==> config.mk <==
export PLATFORM = sky130hd
export DESIGN_NAME = uart_multi_led_ctrl
export DESIGN_NICKNAME = d
export VERILOG_FILES = /design/src/rtl/uart_led_pkg.sv /design/src/rtl/led_pattern_ch.sv /design/src/rtl/uart_multi_led_ctrl.sv
export SDC_FILE = /design/constraint.sdc
export NUM_CORES = 1
export LEC_CHECK = 0
export CORE_UTILIZATION = 65
export DETAILED_ROUTE_END_ITERATION = 16
export PLACE_DENSITY = 0.84
export SKIP_CTS_REPAIR_TIMING = 1
export SYNTH_ARGS = -nofsm -noshare
export SYNTH_HDL_FRONTEND = slang
export SYNTH_SLANG_ARGS = --single-unit
==> constraint.sdc <==
create_clock -name Clk -period 30.7 [get_ports Clk]
set_input_delay 6.14 -clock Clk [delete_from_list [all_inputs] [get_ports Clk]]
set_output_delay 6.14 -clock Clk [all_outputs]
set_load 0.005 [all_outputs]
==> src/rtl/uart_led_pkg.sv <==
// ---------------------------------------------------------------------------
// uart_led_pkg
// Shared constants for the multi-channel UART LED controller:
//   - frame marker bytes (first header, second header, trailer)
//   - parser state encoding and the parser state type
//   - a helper that tells whether the parser is inside a frame body,
//     which is where the inter-byte timeout applies
// ---------------------------------------------------------------------------
package uart_led_pkg;

  localparam logic [7:0] HDR1 = 8'h55;
  localparam logic [7:0] HDR2 = 8'hA5;
  localparam logic [7:0] TAIL = 8'hF0;

  localparam logic [3:0] ST_IDLE = 4'd0;
  localparam logic [3:0] ST_HDR2 = 4'd1;
  localparam logic [3:0] ST_CH   = 4'd2;
  localparam logic [3:0] ST_T3   = 4'd3;
  localparam logic [3:0] ST_T2   = 4'd4;
  localparam logic [3:0] ST_T1   = 4'd5;
  localparam logic [3:0] ST_T0   = 4'd6;
  localparam logic [3:0] ST_PAT  = 4'd7;
  localparam logic [3:0] ST_CSUM = 4'd8;
  localparam logic [3:0] ST_TAIL = 4'd9;

  typedef enum logic [3:0] {
    S_IDLE = ST_IDLE,
    S_HDR2 = ST_HDR2,
    S_CH   = ST_CH,
    S_T3   = ST_T3,
    S_T2   = ST_T2,
    S_T1   = ST_T1,
    S_T0   = ST_T0,
    S_PAT  = ST_PAT,
    S_CSUM = ST_CSUM,
    S_TAIL = ST_TAIL
  } parser_state_t;

  // The idle timeout only guards the part of a frame after both header bytes.
  function automatic logic in_frame_body(input parser_state_t s);
    return !((s == S_IDLE) || (s == S_HDR2));
  endfunction

endpackage

==> src/rtl/led_pattern_ch.sv <==
// ---------------------------------------------------------------------------
// led_pattern_ch
// One LED pattern engine. Walks through PAT_W pattern steps, holding each
// step for (time + 1) clock cycles, and drives the LED from the pattern bit
// of the current step through a register (LED lags the step by one cycle).
// Ports:
//   Clk      in  1       system clock
//   Reset    in  1       asynchronous, active-high reset
//   load     in  1       load time/pattern, restart counter and step at 0
//   time_in  in  TIME_W  step time minus 1, in clock cycles
//   pat_in   in  PAT_W   on/off pattern, bit k drives step k
//   led      out 1       LED output
// ---------------------------------------------------------------------------
module led_pattern_ch #(
  parameter int TIME_W       = 32,
  parameter int PAT_W        = 8,
  parameter int DEFAULT_TIME = 24_999_999
) (
  input  logic              Clk,
  input  logic              Reset,
  input  logic              load,
  input  logic [TIME_W-1:0] time_in,
  input  logic [PAT_W-1:0]  pat_in,
  output logic              led
);

  localparam int                STEP_W    = (PAT_W > 1) ? $clog2(PAT_W) : 1;
  localparam logic [STEP_W-1:0] STEP_LAST = STEP_W'(PAT_W - 1);

  logic [TIME_W-1:0] r_time;
  logic [PAT_W-1:0]  r_pat;
  logic [TIME_W-1:0] r_cnt;
  logic [STEP_W-1:0] r_step;
  logic              r_led;

  always_ff @(posedge Clk or posedge Reset) begin
    if (Reset) begin
      r_time <= TIME_W'(DEFAULT_TIME);
      r_pat  <= '0;
      r_cnt  <= '0;
      r_step <= '0;
      r_led  <= 1'b0;
    end else begin
      r_led <= r_pat[r_step];
      if (load) begin
        r_time <= time_in;
        r_pat  <= pat_in;
        r_cnt  <= '0;
        r_step <= '0;
      end else if (r_cnt == r_time) begin
        r_cnt  <= '0;
        r_step <= (r_step == STEP_LAST) ? '0 : r_step + STEP_W'(1);
      end else begin
        r_cnt <= r_cnt + TIME_W'(1);
      end
    end
  end

  assign led = r_led;

endmodule

==> src/rtl/uart_multi_led_ctrl.sv <==
// ---------------------------------------------------------------------------
// uart_multi_led_ctrl
// Parses framed commands from the UART byte receiver and drives CH_NUM
// independent LED pattern engines (led_pattern_ch).
// Frame (big-endian): 55 A5 CH T3 T2 T1 T0 PAT [CSUM] F0
// Build option:
//   UART_LED_CHECKSUM_EN  when defined, a CSUM byte (XOR of CH..PAT) sits
//                         before the trailer; a mismatch discards the frame
//                         when the trailer arrives.
// Ports:
//   Clk        in  1       system clock
//   Reset      in  1       asynchronous, active-high reset
//   rx_data    in  8       received byte, valid with rx_done
//   rx_done    in  1       one-cycle strobe per received byte
//   led        out CH_NUM  LED outputs, bit i = channel i
//   cmd_ok     out 1       one-cycle pulse: frame accepted, channel updated
//   frame_err  out 1       one-cycle pulse: frame discarded
//
// Parser states:
//   state  | meaning
//   IDLE   | waiting for first header byte 0x55
//   HDR2   | waiting for 0xA5 (0x55 keeps waiting, anything else drops)
//   CH     | next byte is the channel index
//   T3..T0 | next byte is step-time byte 3 (MSB) .. byte 0
//   PAT    | next byte is the pattern
//   CSUM   | next byte is the checksum (checksum build only)
//   TAIL   | next byte must be 0xF0; frame accepted or rejected here
// ---------------------------------------------------------------------------
module uart_multi_led_ctrl
  import uart_led_pkg::*;
#(
  parameter int CH_NUM       = 4,
  parameter int TIME_W       = 32,
  parameter int PAT_W        = 8,
  parameter int DEFAULT_TIME = 24_999_999,
  parameter int TIMEOUT_CYC  = 5_000_000
) (
  input  logic              Clk,
  input  logic              Reset,
  input  logic [7:0]        rx_data,
  input  logic              rx_done,
  output logic [CH_NUM-1:0] led,
  output logic              cmd_ok,
  output logic              frame_err
);

  localparam int               IDLE_W    = $clog2(TIMEOUT_CYC + 1);
  localparam logic [IDLE_W-1:0] IDLE_LAST = IDLE_W'(TIMEOUT_CYC - 1);
  localparam logic [8:0]        CH_LIMIT  = 9'(CH_NUM);

  parser_state_t     r_state;
  parser_state_t     w_next;
  logic [7:0]        r_ch;
  logic [31:0]       r_time;
  logic [7:0]        r_pat;
  logic [IDLE_W-1:0] r_idle_cnt;
  logic              r_cmd_ok;
  logic              r_frame_err;

  logic              w_in_body;
  logic              w_timeout;
  logic              w_accept;
  logic              w_reject;
  logic              w_ch_ok;
  logic              w_csum_ok;
  logic [CH_NUM-1:0] w_load;
  logic [TIME_W-1:0] w_time_in;

  assign w_in_body = in_frame_body(r_state);
  // A byte arriving in the very cycle the limit is hit still counts as in time.
  assign w_timeout = w_in_body && !rx_done && (r_idle_cnt == IDLE_LAST);
  assign w_ch_ok   = ({1'b0, r_ch} < CH_LIMIT);
  assign w_time_in = r_time[TIME_W-1:0];

`ifdef UART_LED_CHECKSUM_EN
  // Running XOR over CH..PAT and the CSUM byte itself: zero means the
  // checksum matched.
  logic [7:0] r_xor;

  always_ff @(posedge Clk or posedge Reset) begin
    if (Reset) begin
      r_xor <= '0;
    end else if (rx_done) begin
      if (r_state == S_HDR2) begin
        r_xor <= '0;
      end else if (w_in_body && (r_state != S_TAIL)) begin
        r_xor <= r_xor ^ rx_data;
      end
    end
  end

  assign w_csum_ok = (r_xor == 8'h00);
`else
  assign w_csum_ok = 1'b1;
`endif

  always_comb begin
    w_next   = r_state;
    w_accept = 1'b0;
    w_reject = 1'b0;
    if (rx_done) begin
      unique case (r_state)
        S_IDLE: if (rx_data == HDR1) w_next = S_HDR2;
        S_HDR2: begin
          if (rx_data == HDR2)      w_next = S_CH;
          else if (rx_data == HDR1) w_next = S_HDR2;
          else                      w_next = S_IDLE;
        end
        S_CH:   w_next = S_T3;
        S_T3:   w_next = S_T2;
        S_T2:   w_next = S_T1;
        S_T1:   w_next = S_T0;
        S_T0:   w_next = S_PAT;
`ifdef UART_LED_CHECKSUM_EN
        S_PAT:  w_next = S_CSUM;
`else
        S_PAT:  w_next = S_TAIL;
`endif
        S_CSUM: w_next = S_TAIL;
        S_TAIL: begin
          w_next = S_IDLE;
          if ((rx_data == TAIL) && w_ch_ok && w_csum_ok) w_accept = 1'b1;
          else                                            w_reject = 1'b1;
        end
        default: w_next = S_IDLE;
      endcase
    end else if (w_timeout) begin
      w_next = S_IDLE;
    end
  end

  always_ff @(posedge Clk or posedge Reset) begin
    if (Reset) begin
      r_state     <= S_IDLE;
      r_ch        <= '0;
      r_time      <= '0;
      r_pat       <= '0;
      r_idle_cnt  <= '0;
      r_cmd_ok    <= 1'b0;
      r_frame_err <= 1'b0;
    end else begin
      r_state     <= w_next;
      r_cmd_ok    <= w_accept;
      r_frame_err <= w_reject || w_timeout;

      if (rx_done || !w_in_body || w_timeout) r_idle_cnt <= '0;
      else                                     r_idle_cnt <= r_idle_cnt + IDLE_W'(1);

      if (rx_done) begin
        case (r_state)
          S_CH:                   r_ch   <= rx_data;
          S_T3, S_T2, S_T1, S_T0: r_time <= {r_time[23:0], rx_data};
          S_PAT:                  r_pat  <= rx_data;
          default: ;
        endcase
      end
    end
  end

  // The load strobe is taken from the trailer cycle itself so the target
  // channel is updated on the same edge that raises cmd_ok.
  for (genvar g = 0; g < CH_NUM; g++) begin : g_ch
    assign w_load[g] = w_accept && ({1'b0, r_ch} == 9'(g));

    led_pattern_ch #(
      .TIME_W      (TIME_W),
      .PAT_W       (PAT_W),
      .DEFAULT_TIME(DEFAULT_TIME)
    ) u_ch (
      .Clk    (Clk),
      .Reset  (Reset),
      .load   (w_load[g]),
      .time_in(w_time_in),
      .pat_in (r_pat),
      .led    (led[g])
    );
  end

  assign cmd_ok    = r_cmd_ok;
  assign frame_err = r_frame_err;

endmodule
[Yosys cells after proc, flatten, opt, wreduce, memory -nomap -nowiden]
Index checks and enable logic that the tools add are counted.
Word-level totals
  bits in writable memories: 0
  input port bits: 11
  output and inout bits: 6
  logic and storage cells: 133
  register bits: 381
  bits in read-only memories: 0
  memories kept: 0
  latch bits: 0
Cells by class
  mux-type cells: 41
  order comparisons: 5
  $add $sub $neg: 9
  multipliers: 0
  div/mod/pow operators: 0
  equality and inequality tests: 25
  reduce and logical (&&, ||, !) cells: 26
  shift-type cells: 0
  bitwise operators: 0
Operators with widths (count)
  $mux 32: 8
  $add 32x1->32 const B: 4
  $eq 32x32->1: 4
  $mux 3: 12
  $pmux 4 s8: 1
  $add 23x1->23 const B: 1
  $eq 23x23->1 const B: 1
  $mux 23: 1
  $eq 4x3->1 const B: 4
  $eq 8x2->1 const B: 2
  $eq 8x8->1 const B: 2
  $lt 3x4->1 const B: 4
  $add 3x1->3 const B: 4
  $bmux 1 s3: 4
  $eq 3x3->1 const B: 4
  $mux 4: 3
  $mux 1: 11
  $reduce_bool 2->1: 5
  $eq 4x2->1 const B: 2
  $eq 4x4->1 const B: 2
  $eq 8x1->1 const B: 1
  $eq 8x7->1 const B: 1
  $logic_not 8->1: 1
  $lt 8x3->1 const B: 1
  10 further kinds: 23

[Longest topological paths before layout]
  word-level depth: 7
  gate-level depth with buffers: 8

[By module]
From an unflattened synthesis, not the netlist that was laid out.
Unflattened totals
  cell total of the unflattened synthesis: 1512
  area total of the unflattened synthesis: 17882.2 µm²
Modules (own cells, without submodules)
  led_pattern_ch (g_ch[0].u_ch ...): instances 3, cells an instance 306, area an instance 3611.0 µm²
  led_pattern_ch (g_ch[1].u_ch): instances 1, cells an instance 308, area an instance 3639.7 µm²
  uart_multi_led_ctrl: instances 1, cells an instance 286, area an instance 3409.5 µm²

[Least setup slack after synthesis]
Ideal clock, no wire load.
  kind: input to register
  start point: input rx_data[0]
  end point: register g_ch[2].u_ch.r_cnt[10]
  path slack: 22926 ps
  library setup time: 134 ps
  arrival time: 7639 ps
  cell stages on the path: 6
  cell sequence: or4_1 nor2_1 nand2_2 nor3_4 buf_2 nor3_1
On the way
  word-level cells in the longest chain between the ends: 7
RTL lines
  start: declaration: RTL line uart_multi_led_ctrl.sv:40  | input logic [7:0] rx_data,
  $eq 8x8->1: RTL line uart_multi_led_ctrl.sv:122  | if ((rx_data == TAIL) && w_ch_ok && w_csum_ok) w_accept = 1'b1;
  $logic_and 1x1->1: RTL line uart_multi_led_ctrl.sv:122
  $mux 1: RTL line uart_multi_led_ctrl.sv:122
  $mux 1: RTL line uart_multi_led_ctrl.sv:102  | unique case (r_state)
  $mux 1: RTL line uart_multi_led_ctrl.sv:101  | if (rx_done) begin
  $logic_and 1x1->1: RTL line uart_multi_led_ctrl.sv:163  | assign w_load[g] = w_accept && ({1'b0, r_ch} == 9'(g));
  $mux 32: RTL line led_pattern_ch.sv:45  | if (load) begin
  end signal: assignment: RTL line led_pattern_ch.sv:54  | r_cnt <= r_cnt + TIME_W'(1);
  end: declaration: RTL line led_pattern_ch.sv:32  | logic [TIME_W-1:0] r_cnt;
Every way passes these cells.
A chain may end at the register's enable or synchronous reset.

[Final worst setup path]
  start point: input rx_data[0]
  end point: register g_ch[3].u_ch.r_cnt[5]
On the way
  word-level cells in the longest chain between the ends: 7
RTL lines (RTL line)
  $eq 8x8->1: uart_multi_led_ctrl.sv:122
  $logic_and 1x1->1: uart_multi_led_ctrl.sv:122
  $mux 1: uart_multi_led_ctrl.sv:122
  $mux 1: uart_multi_led_ctrl.sv:102
  $mux 1: uart_multi_led_ctrl.sv:101
  $logic_and 1x1->1: uart_multi_led_ctrl.sv:163
  $mux 32: led_pattern_ch.sv:45
  end signal: assignment: led_pattern_ch.sv:54
  end: declaration: led_pattern_ch.sv:32
Every way passes these cells.

==> impl_metrics.json <==
{
  "dr.pass1.iters": 5,
  "grt_first_pass_wirelength_um": 68700,
  "fmax_mhz": 121,
  "fin_cells": 1920,
  "tightest_slew_ns": 1.33,
  "placementRows": 60,
  "rsz0062_at_grt": "no",
  "drive_gt1_share_pct": 25.1,
  "wl_per_cell_um": 22.0,
  "period_share_pct": 26.9,
  "dp_cells": 1846,
  "startpoint_type": "primary input",
  "fin_ws_ns": 22.44,
  "boundaryPins": 17,
  "placed_cell_area_mm2": 0.0186,
  "insertion_delay_ns": 0.55,
  "die_width_um": 169,
  "crit_chain": "clkdlybuf4s50_1, or4_1, nor2_1, nand2_2, nor3_4, buf_4, nor3_1",
  "vias": 12200,
  "stdcell_area_mm2": 0.0199,
  "drv_cap": 0,
  "vias_per_cell": 6.35,
  "drt_wl_total_um": 42300,
  "synth.distinct_cells": 44,
  "critPathKind": "in -> reg",
  "final_common_cell": "dfrtp_1",
  "arrival_ns": 8.64,
  "synth_area_per_cell_um2": 12.0,
  "relSlewSlack_pct": 10.4,
  "n_antenna_cell": 0,
  "seq_area_frac_synth_pct": 53.0,
  "synth-seq-cells": 381,
  "r2r-end": "g_ch[3].u_ch.r_cnt[29]",
  "run_status": "finished, final reports clean",
  "grt_pass1_vias": 12600,
  "grt_use_met1_pct": 41.9,
  "drt_iter0_drc": 1153,
  "cpPeakStageDelay_ns": 0.60,
  "layout_common_cells": "313 x dfrtp_1, 221 x xor2_1, 212 x mux2_2",
  "root_buffer": "clkbuf_16",
  "clkSinkCount": 381,
  "grtUsageTotal_pct": 31.0,
  "fillers": 1767,
  "syn_inst": 1514,
  "tns_ns": 0,
  "h-tree-depth": 2,
  "use_met2_pct": 50.3,
  "hold_class": "reg -> reg",
  "crit_slowest_cell": "or4_1",
  "numCtsBuffers": 40,
  "worstSetupEndpointType": "register",
  "worst-path-buf-inv": 2,
  "pre_cts_ws_ns": 21.96,
  "hp-start": "r_ch[6]",
  "required_ns": 31.08,
  "worstPathMaxFanout": 35,
  "min_to": "r_ch[6]",
  "startpoint": "rx_data[0]",
  "grt_max_degree": 206,
  "clk_path_buf_depth": 3,
  "grt_util_met3_pct": 4.58,
  "finalCriticalPeriod_ns": 8.26,
  "die_y_um": 169,
  "globalRouteOverflowTotal": 0,
  "area_growth_pct": 9.95,
  "io_buffers": 16,
  "ys_warn_count": 0,
  "place_hpwl_um": 26800,
  "hold_depth": 1,
  "route.detailed.drc": 0,
  "cts_tree": "built",
  "antenna_found_initial": 0,
  "start_util_pct": 66.7,
  "grt-busiest-layer": "met2",
  "r2r_start": "g_ch[3].u_ch.r_cnt[25]",
  "p_leak_nw": 9.01,
  "synth_area_mm2": 0.0181,
  "synthesis.nets": 1538,
  "critical_path.top_delay_family": "simple AND/OR/NAND/NOR gates",
  "ant_nets": 0,
  "clk_pin_slew_ns": 0.06,
  "power_density_mw_per_mm2": 60.5,
  "reg2reg_depth": 6,
  "clock_skew_ns": 0.0265,
  "place_congestion": 0.841,
  "ir_worst_vdd_v": 0.0000566,
  "coreArea_mm2": 0.0272,
  "hold_viol": 0,
  "finalSetupViolations": 0,
  "dieArea_mm2": 0.0286,
  "fin_nets": 1540,
  "regToRegSetupSlack_ns": 28.01,
  "slew_violations": 0
}
## state kept, by name, indices dropped and copies added, names as in the netlist
signal	flops
r_idle_cnt	23
r_state	4
g_ch.u_ch.r_pat	32
g_ch.u_ch.r_step	12
r_time	32
g_ch.u_ch.r_time	128
frame_err	1
r_ch	8
g_ch.u_ch.r_cnt	128
g_ch.u_ch.led	4
r_pat	8
cmd_ok	1
## cell usage after synthesis
library cell | count | share of area (%)
xor2_1 | 221 | 11
clkbuf_1 | 37 | 0.77
nor3_4 | 4 | 0.36
nor3b_1 | 7 | 0.29
xnor2_1 | 46 | 2.2
nor4_1 | 38 | 1.3
or3_1 | 2 | 0.069
dfstp_2 | 68 | 9.9
a21oi_1 | 12 | 0.33
a21boi_0 | 1 | 0.041
buf_2 | 29 | 0.80
nor3_1 | 138 | 3.8
mux2_2 | 212 | 13
nand4b_1 | 6 | 0.29
a41oi_1 | 1 | 0.048
nor3_2 | 1 | 0.055
and3_1 | 24 | 0.83
and2_1 | 2 | 0.069
o21ai_0 | 15 | 0.41
nor4bb_1 | 2 | 0.11
a211oi_1 | 3 | 0.12
nor4_4 | 1 | 0.12
buf_1 | 3 | 0.062
or3b_2 | 1 | 0.048
nor4b_1 | 4 | 0.19
nand4_1 | 62 | 2.1
or2_2 | 6 | 0.21
buf_4 | 4 | 0.17
o31ai_1 | 5 | 0.21
a21o_1 | 1 | 0.041
dfrtp_1 | 313 | 43
and4_1 | 29 | 1.4
nand3b_1 | 1 | 0.041
nand3_1 | 57 | 1.6
o22ai_1 | 3 | 0.10
ha_1 | 13 | 0.90
o2bb2ai_1 | 1 | 0.048
nor2b_1 | 2 | 0.069
inv_1 | 16 | 0.33
mux4_2 | 8 | 0.99
nor2_1 | 51 | 1.1
nand2_1 | 55 | 1.1
nand2_2 | 1 | 0.035
or4_1 | 8 | 0.33
## worst max-delay path by stage
stage,to,slack [ns],depth (start not counted)
finish,g_ch[3].u_ch.r_cnt[5],22.44,7
global route,g_ch[3].u_ch.r_cnt[12],22.35,7
CTS,g_ch[3].u_ch.r_cnt[13],22.50,7
detailed placement,g_ch[3].u_ch.r_cnt[13],21.96,7
global placement,g_ch[3].u_ch.r_cnt[13],22.13,7
floorplan,cmd_ok,14.09,1
## where the power goes
group | internal (mW) | switching [mW] | total (mW)
sequential | 0.536 | 0.0935 | 0.630
clock | 0.290 | 0.200 | 0.490
combinational | 0.0433 | 0.0429 | 0.0862
total | 0.870 | 0.337 | 1.21
## cell families (layout without fill, tap and decap cells)
logic type / after synthesis / after routing / share of synthesized area (%)
AO/OA/AOI/OAI: 42 / 42 / 1.36
buffers and inverters: 89 / 123 / 2.12
adder cells (fa/ha/maj): 13 / 13 / 0.897
AND/OR/NAND/NOR: 502 / 502 / 15.5
multiplexers: 220 / 220 / 14.2
XOR/XNOR: 267 / 267 / 12.9
flip-flops: 381 / 381 / 53.0
## layout make-up
type                       count  area (um^2)  share of cell area (%)
timing repair buffer          33          300                    1.51
multi-input combinational   1044         8150                    40.9
clock buffer                  61         1210                    6.08
inverter                      16         67.6                   0.339
tap                          372          465                    2.33
sequential                   381         9620                    48.2
clock inverter                13          129                   0.646
## routing by layer
| metal | vias to the layer above | wire, um |
|---|---|---|
| met4 | 0 | 1810 |
| met1 | 6204 | 17300 |
| li1 | 5409 | - |
| met2 | 457 | 20500 |
| met5 | - | 0 |
| met3 | 129 | 2690 |
## through the flow
stage               total power [mW]  hold slack [ns]  util, %
finish                          1.21            0.496     73.4
global route                    1.24            0.513     73.4
CTS                             1.21            0.501     73.4
detailed placement             0.719            0.488     68.4
global placement               0.711            0.483     68.4
floorplan                      0.650            0.470        -
Note: power is estimated with default switching activity, not from simulation.
